<file path="config.mk">
export PLATFORM = sky130hd
export DESIGN_NAME = ps2_host_tx
export DESIGN_NICKNAME = d
export VERILOG_FILES = /design/src/rtl/ps2_host_tx.sv
export SDC_FILE = /design/constraint.sdc
export NUM_CORES = 1
export LEC_CHECK = 0
export BUFFER_PORTS_ARGS = -buffer_cell sky130_fd_sc_hd__buf_2
export CAP_MARGIN = 0
export CORE_ASPECT_RATIO = 1.2
export CORE_UTILIZATION = 47
export DETAILED_ROUTE_END_ITERATION = 8
export MAX_ROUTING_LAYER = met4
export PLACE_DENSITY = 0.67
export SLEW_MARGIN = 20
export SYNTH_ARGS = -nofsm -noshare
export SYNTH_HDL_FRONTEND = slang
export SYNTH_SLANG_ARGS = --single-unit
export TNS_END_PERCENT = 20
</file>
<file path="constraint.sdc">
create_clock -name I_CLK -period 2.7 [get_ports I_CLK]
set_clock_uncertainty 0.15 [all_clocks]
set_input_delay 0.405 -clock I_CLK [delete_from_list [all_inputs] [get_ports I_CLK]]
set_output_delay 0.405 -clock I_CLK [all_outputs]
set_load 0.03 [all_outputs]
</file>
<file path="src/rtl/ps2_host_tx.sv">
// PS/2 host-to-device transmitter: inhibits the bus, sends start/8 data/parity/stop,
// then checks the device ACK. Lines are driven open-drain through output enables.
module ps2_host_tx #(
    parameter int INHIBIT_CYC = 2000,
    parameter int TIMEOUT_CYC = 300000
) (
    input  logic       I_CLK,
    input  logic       I_RST,
    input  logic [7:0] I_TX_DATA,
    input  logic       I_TX_REQ,
    output logic       O_TX_BUSY,
    output logic       O_TX_DONE,
    output logic       O_TX_ERR,
    input  logic       I_PS2CLK,
    input  logic       I_PS2DATA,
    output logic       O_PS2CLK_OE,
    output logic       O_PS2DATA_OE,
    output logic       O_RX_INHIBIT
);

    localparam int INH_W = (INHIBIT_CYC > 1) ? $clog2(INHIBIT_CYC) : 1;
    localparam int TO_W  = (TIMEOUT_CYC > 1) ? $clog2(TIMEOUT_CYC) : 1;
    localparam logic [INH_W-1:0] INH_LAST = INH_W'(INHIBIT_CYC - 1);
    localparam logic [TO_W-1:0]  TO_LAST  = TO_W'(TIMEOUT_CYC - 1);

    typedef enum logic [2:0] {
        S_IDLE,
        S_INHIBIT,
        S_SEND,
        S_ACK,
        S_WAIT_IDLE,
        S_DONE,
        S_ERR
    } state_t;

    state_t           state_q, state_d;
    logic [INH_W-1:0] inh_cnt_q, inh_cnt_d;
    logic [TO_W-1:0]  to_cnt_q, to_cnt_d;
    logic [3:0]       bitcnt_q, bitcnt_d;
    logic [9:0]       shift_q, shift_d;
    logic             data_oe_q, data_oe_d;

    // Synchronisers reset to 1 (idle bus level) so reset release never fakes an edge.
    logic clk_meta_q, clk_sync_q, clk_prev_q;
    logic data_meta_q, data_sync_q;
    logic ps2_fall;
    logic timing_out;

    always_ff @(posedge I_CLK or posedge I_RST) begin
        if (I_RST) begin
            clk_meta_q  <= 1'b1;
            clk_sync_q  <= 1'b1;
            clk_prev_q  <= 1'b1;
            data_meta_q <= 1'b1;
            data_sync_q <= 1'b1;
        end else begin
            clk_meta_q  <= I_PS2CLK;
            clk_sync_q  <= clk_meta_q;
            clk_prev_q  <= clk_sync_q;
            data_meta_q <= I_PS2DATA;
            data_sync_q <= data_meta_q;
        end
    end

    assign ps2_fall = clk_prev_q & ~clk_sync_q;

    always_ff @(posedge I_CLK or posedge I_RST) begin
        if (I_RST) begin
            state_q   <= S_IDLE;
            inh_cnt_q <= '0;
            to_cnt_q  <= '0;
            bitcnt_q  <= '0;
            shift_q   <= '0;
            data_oe_q <= 1'b0;
        end else begin
            state_q   <= state_d;
            inh_cnt_q <= inh_cnt_d;
            to_cnt_q  <= to_cnt_d;
            bitcnt_q  <= bitcnt_d;
            shift_q   <= shift_d;
            data_oe_q <= data_oe_d;
        end
    end

    assign timing_out = (to_cnt_q == TO_LAST);

    always_comb begin
        state_d   = state_q;
        inh_cnt_d = inh_cnt_q;
        to_cnt_d  = to_cnt_q;
        bitcnt_d  = bitcnt_q;
        shift_d   = shift_q;
        data_oe_d = data_oe_q;

        case (state_q)
            S_IDLE: begin
                data_oe_d = 1'b0;
                if (I_TX_REQ) begin
                    state_d   = S_INHIBIT;
                    inh_cnt_d = '0;
                    shift_d   = {1'b1, ~^I_TX_DATA, I_TX_DATA};
                end
            end
            S_INHIBIT: begin
                if (inh_cnt_q == INH_LAST) begin
                    // Start bit goes out in the same cycle the clock is released.
                    state_d   = S_SEND;
                    data_oe_d = 1'b1;
                    bitcnt_d  = '0;
                    to_cnt_d  = '0;
                end else begin
                    inh_cnt_d = inh_cnt_q + 1'b1;
                end
            end
            S_SEND: begin
                if (timing_out) begin
                    state_d   = S_ERR;
                    data_oe_d = 1'b0;
                end else begin
                    to_cnt_d = to_cnt_q + 1'b1;
                    if (ps2_fall) begin
                        data_oe_d = ~shift_q[0];
                        shift_d   = {1'b0, shift_q[9:1]};
                        bitcnt_d  = bitcnt_q + 4'd1;
                        if (bitcnt_q == 4'd9) begin
                            state_d = S_ACK;
                        end
                    end
                end
            end
            S_ACK: begin
                data_oe_d = 1'b0;
                if (timing_out) begin
                    state_d = S_ERR;
                end else begin
                    to_cnt_d = to_cnt_q + 1'b1;
                    if (ps2_fall) begin
                        state_d = data_sync_q ? S_ERR : S_WAIT_IDLE;
                    end
                end
            end
            S_WAIT_IDLE: begin
                data_oe_d = 1'b0;
                if (timing_out) begin
                    state_d = S_ERR;
                end else begin
                    to_cnt_d = to_cnt_q + 1'b1;
                    if (clk_sync_q && data_sync_q) begin
                        state_d = S_DONE;
                    end
                end
            end
            S_DONE: begin
                data_oe_d = 1'b0;
                state_d   = S_IDLE;
            end
            S_ERR: begin
                data_oe_d = 1'b0;
                state_d   = S_IDLE;
            end
            default: begin
                data_oe_d = 1'b0;
                state_d   = S_IDLE;
            end
        endcase
    end

    // Decoded straight from state so an asynchronous reset releases the bus at once.
    assign O_TX_BUSY    = (state_q != S_IDLE);
    assign O_TX_DONE    = (state_q == S_DONE);
    assign O_TX_ERR     = (state_q == S_ERR);
    assign O_PS2CLK_OE  = (state_q == S_INHIBIT);
    assign O_PS2DATA_OE = data_oe_q;
    assign O_RX_INHIBIT = O_TX_BUSY;

endmodule
</file>
Yosys cells after proc, flatten, opt, wreduce, memory -nomap -nowiden
Cells that the tools add are included.
{"block": "classes", "add_sub_neg": 3, "n_eq_ne": 19, "n_mux": 29, "bitwise": 3, "reduce_logical": 15}
{"op": "2-to-1 mux 19 bit", "n": 2}
{"op": "one-hot mux 19 bit (2 select lines)", "n": 1}
{"op": "2-to-1 mux 10 bit", "n": 3}
{"op": "2-to-1 mux 3 bit", "n": 9}
{"op": "2-to-1 mux 11 bit", "n": 2}
{"op": "one-hot mux 11 bit (2 select lines)", "n": 1}
{"op": "one-hot mux 10 bit (2 select lines)", "n": 1}
{"op": "adder 19 x 1 -> 19 bit (second input constant)", "n": 1}
{"op": "== test 19 bit (second input constant)", "n": 1}
{"op": "one-hot mux 3 bit (5 select lines)", "n": 1}
{"op": "2-to-1 mux 4 bit", "n": 3}
{"op": "inequality test 3 bit (second input constant)", "n": 4}
{"op": "adder 11 x 1 -> 11 bit (second input constant)", "n": 1}
{"op": "== test 11 bit (second input constant)", "n": 1}
{"op": "inequality test 2 bit (second input constant)", "n": 5}
{"op": "== test 3 bit (second input constant)", "n": 3}
{"op": "one-hot mux 4 bit (2 select lines)", "n": 1}
{"op": "AND reduction 4 bit", "n": 2}
{"op": "nonzero test 2 bit", "n": 4}
{"op": "XNOR reduction 8 bit", "n": 1}
{"op": "== test 3 x 2 -> 1 bit (second input constant)", "n": 2}
{"op": "AND reduction 3 bit", "n": 2}
{"op": "AND reduction 6 bit", "n": 1}
{"op": "adder 4 x 1 -> 4 bit (second input constant)", "n": 1}
{"op": "13 further kinds", "n": 16}
{"block": "word_totals", "ff_bits": 53, "inputBits": 13, "output_inout_bits": 6, "wordCells": 80}

Longest topological paths before layout
Gate-level depths: netlist of the first run.
{"block": "logic_depth", "depth_word": 5, "mapped_depth": 7, "mapped_depth_nobuf": 7}

Worst setup path after synthesis of the first run
No wires, ideal clock.
{"block": "synth_timing", "kind": "reg-to-reg", "startpoint": "reg to_cnt_q[10]", "endpoint": "reg shift_q[0]", "setup_time_ns": 0.077, "t_arrival_ns": 2.259, "t_required_ns": 2.473, "setup_slack_ns": 0.214, "path_stages_with_launch": 8, "n_path_buf": 3, "period_less_slack_ns": 2.486, "path_cell_list": "dfrtp_1 -> or4b_1 -> or4_1 -> buf_2 -> o311a_1 -> buf_6 -> buf_8 -> a21oi_1"}
{"block": "synth_between", "elab_chain_len": 3}
{"item": "from (decl)", "line": "38", "source": "logic [TO_W-1:0] to_cnt_q, to_cnt_d;"}
{"item": "from (signal assigned)", "line": "78", "source": "to_cnt_q <= to_cnt_d;"}
{"item": "== test 19 bit", "line": "85", "source": "assign timing_out = (to_cnt_q == TO_LAST);"}
{"item": "inequality test 2 bit (no source line)"}
{"item": "AND reduction 4 bit (no source line)"}
{"item": "to (signal assigned)", "line": "80", "source": "shift_q <= shift_d;"}
{"item": "to (decl)", "line": "40", "source": "logic [9:0] shift_q, shift_d;"}
Every way passes these cells.
A chain may end at the register's enable or synchronous reset.

Worst setup path after layout of the first run
{"block": "layout_timing", "startpoint": "reg to_cnt_q[16]", "endpoint": "reg to_cnt_q[1]"}
{"block": "layout_between", "elab_chain_len": 3}
{"item": "== test 19 bit", "line": "85"}
{"item": "inequality test 2 bit (no source line)"}
{"item": "AND reduction 3 bit (no source line)"}
Every way passes these cells.

==> summary.txt, run 1 <==
status: complete, no violations
gr usage total: 21.04%
max-slew violation count: 0
CP required: 2.75 ns
Max clock buf depth: 2
total iterations of the first detailed-routing run: 4
Die Width: 72.75 um
NetSw: 1.157 mW
Inserted Diodes: 0
largest net degree at the start of global routing: 36
first-pass GRT wire length: 9984 um
Final nets: 336
worst reg2reg path endpoint: to_cnt_q[1]
CTS sink count: 53
total gr overflow: 0
Clock Latency Late Sink: 0.31 ns
Crit. End Element: flop
area grow syn2layout: 12.68%
dpl ws: 0.01360 ns
max-slew headroom at the worst pin: 55.93%
Final Hold Fails: 0
initial antenna violation count: 0
number of core rows: 30
R2R setup slack: 0.14 ns
Starting Density: 49.47%
Yosys reg bits: 53
Mean Syn Cell Area: 9.700 sq um
Leak: 1.413 nW
fmax: 390.4 MHz
setup TNS: 0 ns
RSZ-0062 raised after global routing: false
I/O pins: 19
post-layout util: 55.75%
Final WS setup: 0.1384 ns
cells after synthesis: 291
WP data arrival: 2.62 ns
Starting DRT DRC Count: 127
asr flop ratio synth: 100.0%
EDFF count, synth: 0
GP Congestion: 0.8416
layout cells sized above 1: 17.19%
critical path class: flop to flop
r2r worst-path depth: 5
combinational power share: 41.8%
Worst setup SP type: flop
Power Density: 913.4 nW/um^2
Worst Setup EP: to_cnt_q[1]
Main synth FF type: dfrtp_1
TritonCTS clock tree: done
Remaining DRCs: 0
CP max FO: 6
fin crit share: 94.88%
# setup viols final: 0
Root Buffer: clkbuf_8
die area: 6321 sq um
post-DR vias/cell: 5.648
Sw Share: 39.84%
Mapped Nets: 308
Final HPWL DP: 4310 um
core area: 5705 sq um
Port Buffers: 18
die height: 86.90 um
Worst VDD drop: 0.5115 mV
# Max-Cap Violations: 0
Hold Crit Class: input pin to flop
clock power share: 18.7%
synth unique cells: 54
Clock transition at path regs: 0.09 ns
crit path from: to_cnt_q[16]
cts bufs inserted: 5
final antenna-violating net count: 0
WL/cell: 15.13 um
number of global-route vias before repair: 2,129
Reg power frac: 39.5%
DR vias: 2,259
Synth warnings: 0
Mapped Area: 2823 sq um
drt total wl: 6051 um
Worst Max-Slew Pin Slew: 0.6561 ns
Clock H-tree levels: 2
worst r2r src: to_cnt_q[16]
sequential share of the synthesized area: 47.21%
cell-internal power: 1.748 mW
fin crit period: 2.562 ns
## repair_timing
item	4_1_cts	5_1_grt
setup buffers	0	1
gates resized for setup	1	1
setup endpoints to repair	2	9
pin swaps	0	1
endpoints found under the hold margin	18	0
hold buffers	1	0
## flip-flops by register name (all words and copies together), names as in the netlist
register	count
state_q	3
O_PS2DATA_OE	1
clk_meta_q	1
to_cnt_q	19
bitcnt_q	4
clk_sync_q	1
shift_q	10
inh_cnt_q	11
data_meta_q	1
data_sync_q	1
clk_prev_q	1
## layout make-up
class | instances | area, sq um
well taps | 80 | 100.1
inverters | 10 | 37.54
fillers | 537 | 2525
multi-input cells | 218 | 1408
clock buffers | 5 | 68.82
flip-flops and latches | 53 | 1333
clock inverters | 3 | 43.79
repair buffers | 31 | 190.2
## worst min path at each step
| stage | from | end | cells after the start |
|---|---|---|---|
| 2_1_floorplan | clk_meta_q | clk_sync_q | 0 |
| 3_3_place_gp | clk_meta_q | clk_sync_q | 0 |
| 3_5_place_dp | clk_meta_q | clk_sync_q | 0 |
| 4_1_cts | I_PS2CLK | clk_meta_q | 1 |
| 5_1_grt | I_PS2DATA | data_meta_q | 1 |
| 6_report | I_PS2CLK | clk_meta_q | 1 |
## synth_stat cells (2+ instances only)
library cell	n	area (sq um)
nor2_1	31	116.4
dfrtp_1	48	1201
nand4_1	11	68.82
nor3b_1	2	15.01
mux2i_1	14	140.1
nand3b_1	2	15.01
nor3_1	4	20.02
clkbuf_1	6	22.52
or4_1	2	15.01
nand3_1	15	75.07
or3_1	5	31.28
xnor2_1	10	87.58
xor2_1	11	96.34
and3_1	5	31.28
nor4_1	3	18.77
o21ai_0	11	55.05
inv_1	9	33.78
or4b_1	2	20.02
o211a_1	2	20.02
nand2b_1	3	18.77
a31oi_1	5	31.28
nand2_1	23	86.33
ha_1	4	50.05
o21a_1	3	22.52
a21oi_1	21	105.1
nor2b_1	3	18.77
o211ai_1	3	22.52
mux2_2	2	22.52
a31o_2	2	17.52
dfstp_2	5	131.4
## per-layer routing
layer	track usage (%)	routed length, um	vias up	part of all wire [%]
met5	-	0	-	0
met4	7.487	100	0	1.7
met3	3.472	197	9	3.3
met2	34.41	3017	44	50
met1	26.36	2735	1099	45
li1	-	-	1107	-
## cells by family (layout without fill, tap and decap cells)
group | after synthesis | in the layout | synth area share, %
muxes | 16 | 16 | 5.762
adders and majority gates | 4 | 4 | 1.773
buffers and inverters | 20 | 49 | 3.501
AOI/OAI and AO/OA | 61 | 61 | 14.10
and+or+nand+nor | 116 | 116 | 21.14
xor gates and xnor gates | 21 | 21 | 6.516
DFF | 53 | 53 | 47.21
## per-stage QoR
stage,hold slack [ns],cell area [sq um],instances,total power [mW]
floorplan,0.1952,2823,291,2.039
global placement,0.1988,3039,390,2.319
detailed placement,0.2022,3039,390,2.358
CTS,0.03054,3163,399,2.910
global route,0.02816,3181,400,3.116
finish,0.04016,3181,400,2.905
## cells in the final DEF, fill, tap and decap left out, drive strengths merged, types with 2 or more instances in the layout
| cell type | n |
|---|---|
| inv | 10 |
| and3 | 6 |
| a31o | 2 |
| dfstp | 5 |
| nor2b | 3 |
| dfrtp | 48 |
| o211a | 2 |
| xor2 | 11 |
| a31oi | 5 |
| nand3 | 15 |
| nand4 | 11 |
| nand2 | 23 |
| a21oi | 21 |
| nor3 | 4 |
| o21a | 3 |
| ha | 4 |
| nand2b | 3 |
| nor3b | 2 |
| or3 | 5 |
| nor4 | 3 |
| clkbuf | 5 |
| xnor2 | 10 |
| buf | 30 |
| mux2i | 14 |
| or4 | 2 |
| nand3b | 2 |
| clkinv | 2 |
| o211ai | 3 |
| mux2 | 2 |
| o21ai | 13 |
| or4b | 2 |
| nor2 | 31 |
## worst max-delay path: stages, from the launching register on
cell	delay (ns)
dfrtp_1	0.41
or4b_1	0.52
or4_1	0.65
nor2_1	0.38
a21oi_1	0.13
a31o_2	0.23
## power by group through the flow
stage	clock network [mW]	logic (mW)	registers (mW)
finish	0.543	1.21	1.15
global route	0.590	1.35	1.18
CTS	0.560	1.20	1.15
detailed placement	0	1.20	1.16
global placement	0	1.16	1.16
floorplan	0	0.914	1.12
No activity file was read; power rests on OpenSTA's default activity.
==> inputs of run 2 (changes only) <==
--- a/config.mk
+++ b/config.mk
@@ -12,6 +12,7 @@
 export DETAILED_ROUTE_END_ITERATION = 8
 export MAX_ROUTING_LAYER = met4
 export PLACE_DENSITY = 0.67
+export RECOVER_POWER = 25
 export SLEW_MARGIN = 20
 export SYNTH_ARGS = -nofsm -noshare
 export SYNTH_HDL_FRONTEND = slang
==> run 2 against run 1 <==
  * Hold slack about the same
  * Design area down 0.12%
  * Combinational power hardly changed
  * Utilization is 0.066 points lower
  * Non-clock buffer count stayed put
  * Power is essentially flat
  * Register-to-register slack hardly changed
  * Largest power group unchanged
==> summary.txt, run 2 (synthesized netlist as in run 1, its figures left out) <==
status: complete, no violations
DR vias: 2,271
Remaining DRCs: 0
Crit. End Element: flop
RSZ-0062 raised after global routing: false
CP bufs+invs: 0
post-DR vias/cell: 5.678
Die Width: 72.75 um
Root Buffer: clkbuf_8
max-slew violation count: 0
Final Hold Fails: 0
fin crit share: 95.14%
critical path class: flop to flop
CP required: 2.75 ns
WP data arrival: 2.62 ns
Hold Crit Class: input pin to flop
max-slew headroom at the worst pin: 41.69%
Max clock buf depth: 2
worst stage delay on the critical path: 0.65 ns
Port Buffers: 18
first-pass GRT wire length: 9984 um
commonest non-fill, non-tap cells in the layout: 48 x dfrtp_1, 31 x nor2_1, 23 x nand2_1
Largest register FFs: 19
layout cells sized above 1: 16.25%
fin crit period: 2.569 ns
TritonCTS clock tree: done
Clock transition at path regs: 0.09 ns
placed insts: 390
Worst VDD drop: 0.5117 mV
Top Registers: to_cnt_q x19, inh_cnt_q x11, shift_q x10
CP max stage cell: or4_1
commonest non-fill, non-tap cell in the layout: dfrtp_1
number of core rows: 30
final antenna-violating net count: 0
Starting DRT DRC Count: 133
die area: 6321 sq um
# setup viols final: 0
Worst Max-Slew Pin Slew: 0.8746 ns
Worst path top cell family by delay: simple AND/OR/NAND/NOR gates
drt total wl: 6039 um
Final nets: 336
WL/cell: 15.10 um
CTS sink count: 53
area grow syn2layout: 12.54%
Hold WS: 0.03998 ns
fmax: 389.3 MHz
Clock Latency Late Sink: 0.32 ns
core area: 5705 sq um
Worst setup SP type: flop
non-filler instance count after layout: 400
dpl ws: 0.01360 ns
Starting Density: 49.47%
setup TNS: 0 ns
# Max-Cap Violations: 0
number of global-route vias before repair: 2,129
Clock H-tree levels: 2
I/O pins: 19
CP max FO: 6
total gr overflow: 0
total iterations of the first detailed-routing run: 4
cts bufs inserted: 5
gr usage total: 21.04%
Inserted Diodes: 0
GP Congestion: 0.8416
largest net degree at the start of global routing: 36
Reg with most FFs: to_cnt_q
Final WS setup: 0.1313 ns
Power Density: 914.3 nW/um^2
Final HPWL DP: 4310 um
die height: 86.90 um
Leak: 1.409 nW
initial antenna violation count: 0
Tot Pwr: 2.905 mW
critical-path cell list: or4b_1 -> or4_1 -> nor2_1 -> a21oi_1 -> a31o_2
[run 2: cell count changes in the layout (fill, tap and decap cells not counted)]
| cell | before | now |
|---|---|---|
| inv_2 | 1 | 0 |
| clkbuf_1 | 0 | 1 |
| dfstp_1 | 0 | 1 |
| inv_1 | 8 | 9 |
| clkbuf_2 | 0 | 1 |
| buf_2 | 18 | 17 |
| buf_4 | 12 | 11 |
| dfstp_2 | 5 | 4 |
[run 2: routing by layer]
| layer | wire [um] | share of wire [%] | vias to the layer above | global-route usage (%) |
|---|---|---|---|---|
| met3 | 191 | 3.2 | 9 | 3.472 |
| li1 | - | - | 1107 | - |
| met1 | 2709 | 45 | 1111 | 26.36 |
| met4 | 100 | 1.7 | 0 | 7.487 |
| met5 | 0 | 0 | - | - |
| met2 | 3036 | 50 | 44 | 34.41 |
[run 2: final cells by class]
class | instances | area, sq um
timing repair buffer | 31 | 186.4
sequential | 53 | 1333
clock inverter | 3 | 43.79
tap | 80 | 100.1
fill | 537 | 2529
clock buffer | 5 | 68.82
multi-input combinational | 218 | 1408
inverter | 10 | 37.54
[run 2: timing repair]
action,4_1_cts,5_1_grt
endpoints found under the hold margin,18,0
buffers inserted,0,1
gates resized for setup,1,1
hold buffers,1,0
pin swaps,0,1
setup endpoints to repair,2,9
[run 2: stage by stage]
stage / instance area, sq um / util, %
4_1_cts: 3163 / 55.44
2_1_floorplan: 2823 / -
3_5_place_dp: 3039 / 53.27
5_1_grt: 3177 / 55.68
6_report: 3177 / 55.68
3_3_place_gp: 3039 / 53.27
[run 2: where the power goes]
group | total, mW | leakage (nW) | internal (mW) | switching [mW]
sequential | 1.15 | 0.675 | 0.980 | 0.169
combinational | 1.21 | 0.676 | 0.486 | 0.725
clock | 0.544 | 0.0585 | 0.278 | 0.266
total | 2.90 | 1.41 | 1.74 | 1.16
[run 2: path summary, 6_finish.rpt]
| check | start | to | slack, ns | cells past startpoint |
|---|---|---|---|---|
| hold reg to reg | data_meta_q | data_sync_q | 0.21 | 0 |
| setup reg to reg | to_cnt_q[16] | to_cnt_q[1] | 0.13 | 5 |
| setup / recovery | to_cnt_q[16] | to_cnt_q[1] | 0.13 | 5 |
| min in group asynchronous | I_RST | shift_q[7] | 0.60 | 3 |
| max in group asynchronous | I_RST | to_cnt_q[14] | 0.47 | 4 |
| hold / removal | I_PS2CLK | clk_meta_q | 0.04 | 1 |
==> inputs of run 3 (changes only) <==
--- a/config.mk
+++ b/config.mk
@@ -10,6 +10,7 @@
 export CORE_ASPECT_RATIO = 1.2
 export CORE_UTILIZATION = 47
 export DETAILED_ROUTE_END_ITERATION = 8
+export HOLD_SLACK_MARGIN = 0.15
 export MAX_ROUTING_LAYER = met4
 export PLACE_DENSITY = 0.67
 export RECOVER_POWER = 25
==> run 3 against run 2 <==
  * First-iteration DRC count rose by 3.8%
  * Power barely moved
  * Register-to-register slack barely moved
  * Via count barely moved
  * Setup slack barely moved
  * Combinational power barely moved
  * Utilization rose by 0.35 points
  * Critical path depth did not move
  * Largest cell class unchanged
  * Largest power group unchanged
==> summary.txt, run 3 (synthesized netlist as in run 1, its figures left out) <==
CTS sink count: 53
Worst VDD drop: 0.5112 mV
cell-internal power: 1.747 mW
WL/cell: 15.06 um
worst stage delay on the critical path: 0.65 ns
NetSw: 1.159 mW
post-layout util: 56.03%
initial antenna violation count: 0
GP Congestion: 0.8416
Port Buffers: 18
Reg with most FFs: to_cnt_q
Root Buffer: clkbuf_8
layout cells sized above 1: 16.15%
Sw Share: 39.89%
status: complete, no violations
max-slew headroom at the worst pin: 41.21%
DR vias: 2,273
Final HPWL DP: 4310 um
largest net degree at the start of global routing: 36
I/O pins: 19
Hold Crit Class: flop to flop
Clock Latency Late Sink: 0.32 ns
total iterations of the first detailed-routing run: 4
Max clock buf depth: 2
first-pass GRT wire length: 9998 um
gr usage total: 21.06%
Remaining DRCs: 0
Final nets: 338
critical-path cell list: or4b_1 -> or4_1 -> nor2_1 -> a21oi_1 -> a31o_2
combinational power share: 41.7%
Starting Density: 49.47%
Reg power frac: 39.5%
total gr overflow: 0
commonest non-fill, non-tap cells in the layout: 48 x dfrtp_1, 31 x nor2_1, 23 x nand2_1
CP max FO: 6
clock power share: 18.7%
Clock transition at path regs: 0.09 ns
die height: 86.90 um
# Max-Cap Violations: 0
critical path class: flop to flop
fmax: 389.3 MHz
fin crit period: 2.569 ns
number of global-route vias before repair: 2,135
Worst path top cell family by delay: simple AND/OR/NAND/NOR gates
dpl ws: 0.01360 ns
die area: 6321 sq um
Largest register FFs: 19
Clock H-tree levels: 2
number of core rows: 30
CP max stage cell: or4_1
RSZ-0062 raised after global routing: false
Crit. End Element: flop
worst r2r src: to_cnt_q[16]
Inserted Diodes: 0
Worst setup SP type: flop
# setup viols final: 0
WP data arrival: 2.62 ns
Final WS setup: 0.1313 ns
Final Hold Fails: 0
CP required: 2.75 ns
Leak: 1.418 nW
CP bufs+invs: 0
cts bufs inserted: 5
Die Width: 72.75 um
post-DR vias/cell: 5.654
fin crit share: 95.14%
TritonCTS clock tree: done
Hold WS: 0.2139 ns
final antenna-violating net count: 0
Top Registers: to_cnt_q x19, inh_cnt_q x11, shift_q x10
commonest non-fill, non-tap cell in the layout: dfrtp_1
Power Density: 909.0 nW/um^2
Starting DRT DRC Count: 138
Worst Hold Launch: data_meta_q
Worst Max-Slew Pin Slew: 0.8818 ns
core area: 5705 sq um
Fillers: 537
Tot Pwr: 2.906 mW
setup TNS: 0 ns
max-slew violation count: 0
area grow syn2layout: 13.25%
drt total wl: 6055 um
crit path from: to_cnt_q[16]
run 3: routing by layer:
layer  global-route usage, %  routed length [um]  vias to the layer above  share of wire (%)
met5                       -                   0                        -                  0
met4                   7.487                 100                        0                1.7
met3                   3.472                 176                        9                2.9
met2                   34.49                3028                       43                 50
met1                   26.36                2750                     1109                 45
li1                        -                   -                     1112                  -
run 3: layout make-up:
cell class	instances	area (sq um)	share of cell area, %
clock buffer	5	68.82	2.153
clock inverter	3	43.79	1.370
inverter	10	37.54	1.174
multi-input combinational	218	1408	44.03
sequential	53	1333	41.68
tap	80	100.1	3.131
timing repair buffer	33	206.4	6.458
run 3: worst reg2reg max path: stages, from the launching register on:
cell     delay [ns]
dfrtp_1        0.41
or4b_1         0.52
or4_1          0.65
nor2_1         0.38
a21oi_1        0.14
a31o_2         0.23
run 3: final timing paths:
path	end	cells past startpoint	slack [ns]
max	to_cnt_q[1]	5	0.13
max in group asynchronous	to_cnt_q[14]	4	0.46
min	data_sync_q	0	0.21
min reg2reg	data_sync_q	0	0.21
min in group asynchronous	shift_q[7]	3	0.60
max reg2reg	to_cnt_q[1]	5	0.13
run 3: metrics by stage:
step | cells | instance area, sq um
after floorplan | 291 | 2823
after CTS | 401 | 3183
after global placement | 390 | 3039
after detailed placement | 390 | 3039
after global routing | 402 | 3197
final | 402 | 3197
run 3: power groups by stage:
stage                     clock network (mW)  logic (mW)  registers (mW)
after floorplan                            0       0.914            1.12
after global placement                     0        1.16            1.16
after detailed placement                   0        1.20            1.16
after CTS                              0.560        1.20            1.15
after global routing                   0.590        1.35            1.18
final                                  0.544        1.21            1.15
run 3: repair_timing:
item | CTS | global route
cloned | 0 | 0
pin swaps | 0 | 1
endpoints found under the setup margin | 2 | 9
gates resized for setup | 1 | 1
setup buffers | 0 | 1
hold buffers | 3 | 0
hold endpoints to repair | 20 | 0
